===== src/rtl/dcache_victim_buffer_pkg.sv =====
// rtl/dcache_victim_buffer_pkg.sv - shared cache definitions for the dcache victim buffer
package dcache_victim_buffer_pkg;

    localparam int VC_ENTRIES_DEF  = 4;
    localparam int LINE_ADDR_W_DEF = 28;
    localparam int LINE_W_DEF      = 128;

    typedef enum logic {
        VB_IDLE     = 1'b0,
        VB_HIT_PEND = 1'b1
    } type_vbuf_states_e;

    typedef logic [LINE_ADDR_W_DEF-1:0] line_addr_t;
    typedef logic [LINE_W_DEF-1:0]      line_data_t;

endpackage


===== src/rtl/vbuf_tag_match.sv =====
// rtl/vbuf_tag_match.sv - combinational fully-associative tag compare, lowest matching index wins
module vbuf_tag_match #(
    parameter int N = 4,
    parameter int W = 28
) (
    input  logic [N-1:0]         valid_i,
    input  logic [N-1:0][W-1:0]  tags_i,
    input  logic [W-1:0]         addr_i,
    output logic                 hit_o,
    output logic [$clog2(N)-1:0] idx_o
);

    localparam int IW = $clog2(N);

    // Scan downward so the lowest matching index is the last one written.
    always_comb begin
        hit_o = 1'b0;
        idx_o = '0;
        for (int i = N - 1; i >= 0; i--) begin
            if (valid_i[i] && (tags_i[i] == addr_i)) begin
                hit_o = 1'b1;
                idx_o = IW'(i);
            end
        end
    end

endmodule


===== src/rtl/dcache_victim_buffer.sv =====
// rtl/dcache_victim_buffer.sv - fully-associative clean-line victim buffer for the dcache
// Optional hit/miss counters are enabled by defining VICTIM_BUFFER_STATS_EN.
module dcache_victim_buffer
    import dcache_victim_buffer_pkg::*;
#(
    parameter int VC_ENTRIES  = VC_ENTRIES_DEF,
    parameter int LINE_ADDR_W = LINE_ADDR_W_DEF,
    parameter int LINE_W      = LINE_W_DEF
) (
    input  logic                          clk,
    input  logic                          rst,
    input  logic                          lookup_req_i,
    input  logic [LINE_ADDR_W-1:0]        lookup_addr_i,
    output logic                          victim_hit_o,
    output logic [LINE_W-1:0]             hit_data_o,
    input  logic                          write_from_victim_i,
    input  logic                          write_to_victim_i,
    input  logic [LINE_ADDR_W-1:0]        evict_addr_i,
    input  logic [LINE_W-1:0]             evict_data_i,
    input  logic                          flush_i,
    input  logic                          kill_i,
`ifdef VICTIM_BUFFER_STATS_EN
    output logic [31:0]                   hit_cnt_o,
    output logic [31:0]                   miss_cnt_o,
`endif
    output logic [$clog2(VC_ENTRIES):0]   occupancy_o
);

    localparam int IW = $clog2(VC_ENTRIES);
    localparam int OW = IW + 1;

    type_vbuf_states_e                        state_q;
    logic [VC_ENTRIES-1:0]                    valid_q, valid_d;
    logic [VC_ENTRIES-1:0][LINE_ADDR_W-1:0]   tag_q;
    logic [LINE_W-1:0]                        data_q [VC_ENTRIES];
    logic [IW-1:0]                            ptr_q, ptr_d;
    logic [IW-1:0]                            hit_idx_q;
    logic                                     hit_q;
    logic [LINE_W-1:0]                        hit_data_q;
    logic [OW-1:0]                            occ_q, occ_d;

    logic          lk_hit, upd_hit, free_any, consume, ins_en;
    logic [IW-1:0] lk_idx, upd_idx, free_idx, ins_idx;

    vbuf_tag_match #(.N(VC_ENTRIES), .W(LINE_ADDR_W)) u_lookup_match (
        .valid_i (valid_q),
        .tags_i  (tag_q),
        .addr_i  (lookup_addr_i),
        .hit_o   (lk_hit),
        .idx_o   (lk_idx)
    );

    vbuf_tag_match #(.N(VC_ENTRIES), .W(LINE_ADDR_W)) u_insert_match (
        .valid_i (valid_q),
        .tags_i  (tag_q),
        .addr_i  (evict_addr_i),
        .hit_o   (upd_hit),
        .idx_o   (upd_idx)
    );

    always_comb begin
        free_any = 1'b0;
        free_idx = '0;
        for (int i = VC_ENTRIES - 1; i >= 0; i--) begin
            if (!valid_q[i]) begin
                free_any = 1'b1;
                free_idx = IW'(i);
            end
        end
    end

    // Slot choice: freed slot on swap, then in-place update, then first hole, then FIFO victim.
    always_comb begin
        consume = (state_q == VB_HIT_PEND) && write_from_victim_i;
        ins_en  = write_to_victim_i && !flush_i;
        ins_idx = ptr_q;
        ptr_d   = ptr_q;
        if (ins_en) begin
            if (consume) begin
                ins_idx = hit_idx_q;
            end else if (upd_hit) begin
                ins_idx = upd_idx;
            end else if (free_any) begin
                ins_idx = free_idx;
            end else begin
                ins_idx = ptr_q;
                ptr_d   = ptr_q + IW'(1);
            end
        end
        valid_d = valid_q;
        if (consume) begin
            valid_d[hit_idx_q] = 1'b0;
        end
        if (ins_en) begin
            valid_d[ins_idx] = 1'b1;
        end
        if (flush_i) begin
            valid_d = '0;
            ptr_d   = '0;
        end
        occ_d = '0;
        for (int i = 0; i < VC_ENTRIES; i++) begin
            occ_d = occ_d + OW'(valid_d[i]);
        end
    end

    always_ff @(posedge clk) begin
        if (ins_en) begin
            tag_q[ins_idx]  <= evict_addr_i;
            data_q[ins_idx] <= evict_data_i;
        end
    end

    always_ff @(posedge clk) begin
        if (rst) begin
            state_q    <= VB_IDLE;
            valid_q    <= '0;
            ptr_q      <= '0;
            hit_idx_q  <= '0;
            hit_q      <= 1'b0;
            hit_data_q <= '0;
            occ_q      <= '0;
        end else begin
            valid_q <= valid_d;
            ptr_q   <= ptr_d;
            occ_q   <= occ_d;
            if (flush_i) begin
                state_q    <= VB_IDLE;
                hit_q      <= 1'b0;
                hit_data_q <= '0;
            end else begin
                case (state_q)
                    VB_IDLE: begin
                        if (lookup_req_i) begin
                            hit_q     <= lk_hit;
                            hit_idx_q <= lk_idx;
                            if (lk_hit) begin
                                hit_data_q <= data_q[lk_idx];
                                state_q    <= VB_HIT_PEND;
                            end else begin
                                hit_data_q <= '0;
                            end
                        end
                    end
                    VB_HIT_PEND: begin
                        if (write_from_victim_i || kill_i) begin
                            state_q <= VB_IDLE;
                            hit_q   <= 1'b0;
                        end
                    end
                    default: state_q <= VB_IDLE;
                endcase
            end
        end
    end

`ifdef VICTIM_BUFFER_STATS_EN
    logic [31:0] hit_cnt_q, miss_cnt_q;
    logic        lk_fire;

    assign lk_fire = lookup_req_i && (state_q == VB_IDLE) && !flush_i;

    always_ff @(posedge clk) begin
        if (rst || flush_i) begin
            hit_cnt_q  <= '0;
            miss_cnt_q <= '0;
        end else if (lk_fire) begin
            if (lk_hit && (hit_cnt_q != '1)) begin
                hit_cnt_q <= hit_cnt_q + 32'd1;
            end
            if (!lk_hit && (miss_cnt_q != '1)) begin
                miss_cnt_q <= miss_cnt_q + 32'd1;
            end
        end
    end

    assign hit_cnt_o  = hit_cnt_q;
    assign miss_cnt_o = miss_cnt_q;
`endif

    assign victim_hit_o = hit_q;
    assign hit_data_o   = hit_data_q;
    assign occupancy_o  = occ_q;

endmodule


===== config.mk =====
export PLATFORM = sky130hd
export DESIGN_NAME = dcache_victim_buffer
export DESIGN_NICKNAME = d
export VERILOG_FILES = /design/src/rtl/dcache_victim_buffer_pkg.sv /design/src/rtl/vbuf_tag_match.sv /design/src/rtl/dcache_victim_buffer.sv
export SDC_FILE = /design/constraint.sdc
export NUM_CORES = 1
export LEC_CHECK = 0
export BUFFER_PORTS_ARGS = -buffer_cell sky130_fd_sc_hd__buf_2
export CORE_MARGIN = 2
export CORE_UTILIZATION = 30
export DETAILED_ROUTE_END_ITERATION = 6
export GPL_TIMING_DRIVEN = 0
export PLACE_DENSITY = 0.57
export SKIP_CTS_REPAIR_TIMING = 1
export SLEW_MARGIN = 20
export SYNTH_ARGS = -nofsm -noshare
export SYNTH_HDL_FRONTEND = slang
export SYNTH_SLANG_ARGS = --single-unit
export TNS_END_PERCENT = 1

===== constraint.sdc =====
create_clock -name clk -period 26.2 [get_ports clk]
set_input_delay 3.93 -clock clk [delete_from_list [all_inputs] [get_ports clk]]
set_output_delay 3.93 -clock clk [all_outputs]
set_load 0.1 [all_outputs]

==> flow_summary.ini <==
[timing]
fin_crit_ns = 7.73
hold_viol = 0
fmax_mhz = 129
max_slew.worst_pin.slew_ns = 0.996
fin_skew_ns = 0.0252
drv_slew = 0
hold_ws_ns = 0.456
setup_violations = 0
rsz0062_at_grt = false
maxSlewHeadroom = 0.330
setup_tns_ns = 0
finalCritPeriodShare = 0.295

[drt]
drtIter0Drc = 1019
dr.pass1.iters = 5
drt-total-wl_um = 82800
routedWlPerCell_um = 22.9
postRouteAntennaNets = 0
vias_per_cell = 4.59
via_count = 16615
drc_errors = 0

[die]
core_area_sq_mm = 0.100
rows = 116
fp.dieArea_sq_mm = 0.104
ios = 323
die_w_um = 322
start_util = 0.303
die_height_um = 322

[min_path]
hold_class = register to register
holdPathStages = 2

[setup_path]
worstPathArrival_ns = 8.27
worstPathRequired_ns = 26.73
crit_top_cell = ha_1
max_stage_delay_ns = 0.80
cpLargestDelayFamily = simple AND/OR/NAND/NOR gates
cp_num_cells = 16
worst-path-buf-inv = 4
slowest_stage = nor4_1
worstPathCellList = buf_2 > clkbuf_1 > xnor2_1 > nand4_1 > nor4_1 > a32oi_1 > o21a_1 > a2bb2oi_2 > or3_1 > inv_8 > nor2_1 > fa_1 > inv_1 > ha_1 > ha_1 > nor2b_1
crit_fanout = 40
end_kind = register
crit_path_start_kind = input port
rr_worst_depth = 14
crit_type = input port to register

[finish]
area.growth.synth_to_final_pct = 21.1
final_util = 0.367
layout_commonest_cell = edfxtp_1
layoutNonFillerInstCount = 3618
final_cell_mix = 624 x edfxtp_1, 319 x buf_2, 256 x mux2i_1, 147 x xnor2_1, 145 x nand2_1
drive_gt1_frac = 0.291
stdcell_area_sq_mm = 0.0368
fin_nets = 2382

[pwr]
p_comb_frac = 0.031
swShare = 0.209
seq_power_share = 0.516
leakage_nw = 12.0
p_int_mw = 2.04
pwr-share-clk = 0.452
ir_worst_vdd_mv = 0.0514
power_density_mw_per_mm2 = 70.0
netSwitchingPower_uw = 539

[synthesis]
synth_top_family_by_area = multiplexers
synth_seq_cells = 765
synthDistinctLibCells = 50
synth-edff-count = 624
async_reset_ff_frac = 0
synth_ff_type = edfxtp_1
synth_fp_nets = 1957
synth_area_per_cell_sq_um = 17.2
synthesis.instances = 1763
synth_compound_area_frac = 0.0689
synth_adder_area_share = 0.00148
yosys.area_share.simple = 0.0403
synth.cell_area_sq_mm = 0.0304
synth_xor_area_frac = 0.0648
yosysWarningCount = 0
synthMuxAreaShare = 0.0843
ys_seq_area_frac = 0.709

[job]
maxCapViolCount = 0

[run_status]
status = finished clean

[cts]
h-tree-depth = 3
cts_num_sinks = 765
worstSkewPairLatency_ns = 0.65
clockBufferDepth = 3
cts_buffers = 84
clkTransAtPathRegs_ns = 0.06
cts_root_buffer = clkbuf_16
cts_tree = built

[placement]
portBuffers = 317
gp_congestion = 0.885
placed_cells = 3459
dpl_cell_area_sq_mm = 0.0341
place_hpwl_um = 56100

[global_route]
overflow = 0
grt_pass1_vias = 17750
grt_max_degree = 76
use_met1 = 0.193
met3_usage = 0.0478
antenna_found_initial = 14
busiest_layer = met2
grt_pass1_wl_um = 119000
grt_util_met2 = 0.263
grt_usage = 0.157
-- Yosys cell counts, types with 3 or more instances --
| master | count | area (sq um) |
|---|---|---|
| nand4_1 | 40 | 250 |
| a21oi_1 | 8 | 40.0 |
| nor2_1 | 11 | 41.3 |
| xnor2_1 | 147 | 1290 |
| o221ai_2 | 120 | 1800 |
| dfxtp_1 | 141 | 2820 |
| nand3_1 | 7 | 35.0 |
| or3_1 | 3 | 18.8 |
| o21ai_0 | 8 | 40.0 |
| clkbuf_1 | 36 | 135 |
| nor4_1 | 26 | 163 |
| inv_1 | 10 | 37.5 |
| buf_4 | 15 | 113 |
| nand2_1 | 145 | 544 |
| buf_12 | 22 | 440 |
| edfxtp_1 | 624 | 18700 |
| buf_6 | 16 | 180 |
| o221ai_1 | 8 | 70.1 |
| nand2b_1 | 3 | 18.8 |
| xor2_1 | 76 | 666 |
| nor2b_1 | 6 | 37.5 |
| mux2i_1 | 256 | 2560 |
-- worst paths after layout --
| path | startpoint | to | slack (ns) |
|---|---|---|---|
| max | evict_addr_i[10] | occupancy_o[1] | 18.47 |
| min | hit_data_o[55] | hit_data_o[55] | 0.46 |
| max reg2reg | tag_q[94] | occupancy_o[1] | 21.61 |
| min reg2reg | hit_data_o[55] | hit_data_o[55] | 0.46 |
-- power by group through the flow --
stage	combinational (mW)	clock (mW)	sequential (mW)
floorplan	0.0336	0	1.36
global placement	0.0769	0	1.36
global route	0.0872	1.25	1.33
detailed placement	0.0805	0	1.36
CTS	0.0811	1.20	1.33
finish	0.0802	1.17	1.33
-- stage by stage --
stage	power, mW	setup WS (ns)
3_3_place_gp	1.44	4.98
4_1_cts	2.61	18.65
2_1_floorplan	1.39	13.02
6_report	2.58	18.47
5_1_grt	2.67	18.43
3_5_place_dp	1.44	17.95
-- state kept, by name, indices dropped and copies added (netlist names) --
signal        cells
data_q          512
hit_data_o      128
hit_idx_q         2
occupancy_o       3
ptr_q             2
state_q           1
tag_q           112
valid_q           4
victim_hit_o      1
-- cells by family (layout without fill, tap and decap cells) --
logic type,after synthesis,in the layout
flip-flops,765,765
buffers and inverters,104,600
multiplexers,256,256
XOR/XNOR,224,224
AO/OA/AOI/OAI,157,157
other,0,2
adder cells (fa/ha/maj),3,3
AND/OR/NAND/NOR,254,254
-- cell type report --
type | instances | area [sq um]
plain buffers | 94 | 910
repair buffers | 339 | 1950
inverters | 10 | 60.1
diodes | 2 | 5.00
clock buffers | 113 | 2350
clock inverters | 44 | 375
flip-flops and latches | 765 | 21600
multi-input cells | 894 | 7900
fillers | 9432 | 63500
well taps | 1357 | 1700
-- per-layer routing --
metal,wire [um],vias up
met5,113,-
met2,40300,450
met4,1990,18
li1,-,7646
met3,5990,135
met1,34400,8366
-- worst register-to-register path: stages, from the launching register on --
cell	delay [ns]
edfxtp_1	0.42
xnor2_1	0.35
nand4_1	0.23
nor4_1	0.80
a32oi_1	0.21
o21a_1	0.24
a2bb2oi_2	0.17
or3_1	0.44
inv_8	0.35
nor2_1	0.13
fa_1	0.51
inv_1	0.05
ha_1	0.17
ha_1	0.28
nor2b_1	0.13
Power figures use the tool's default switching activity.
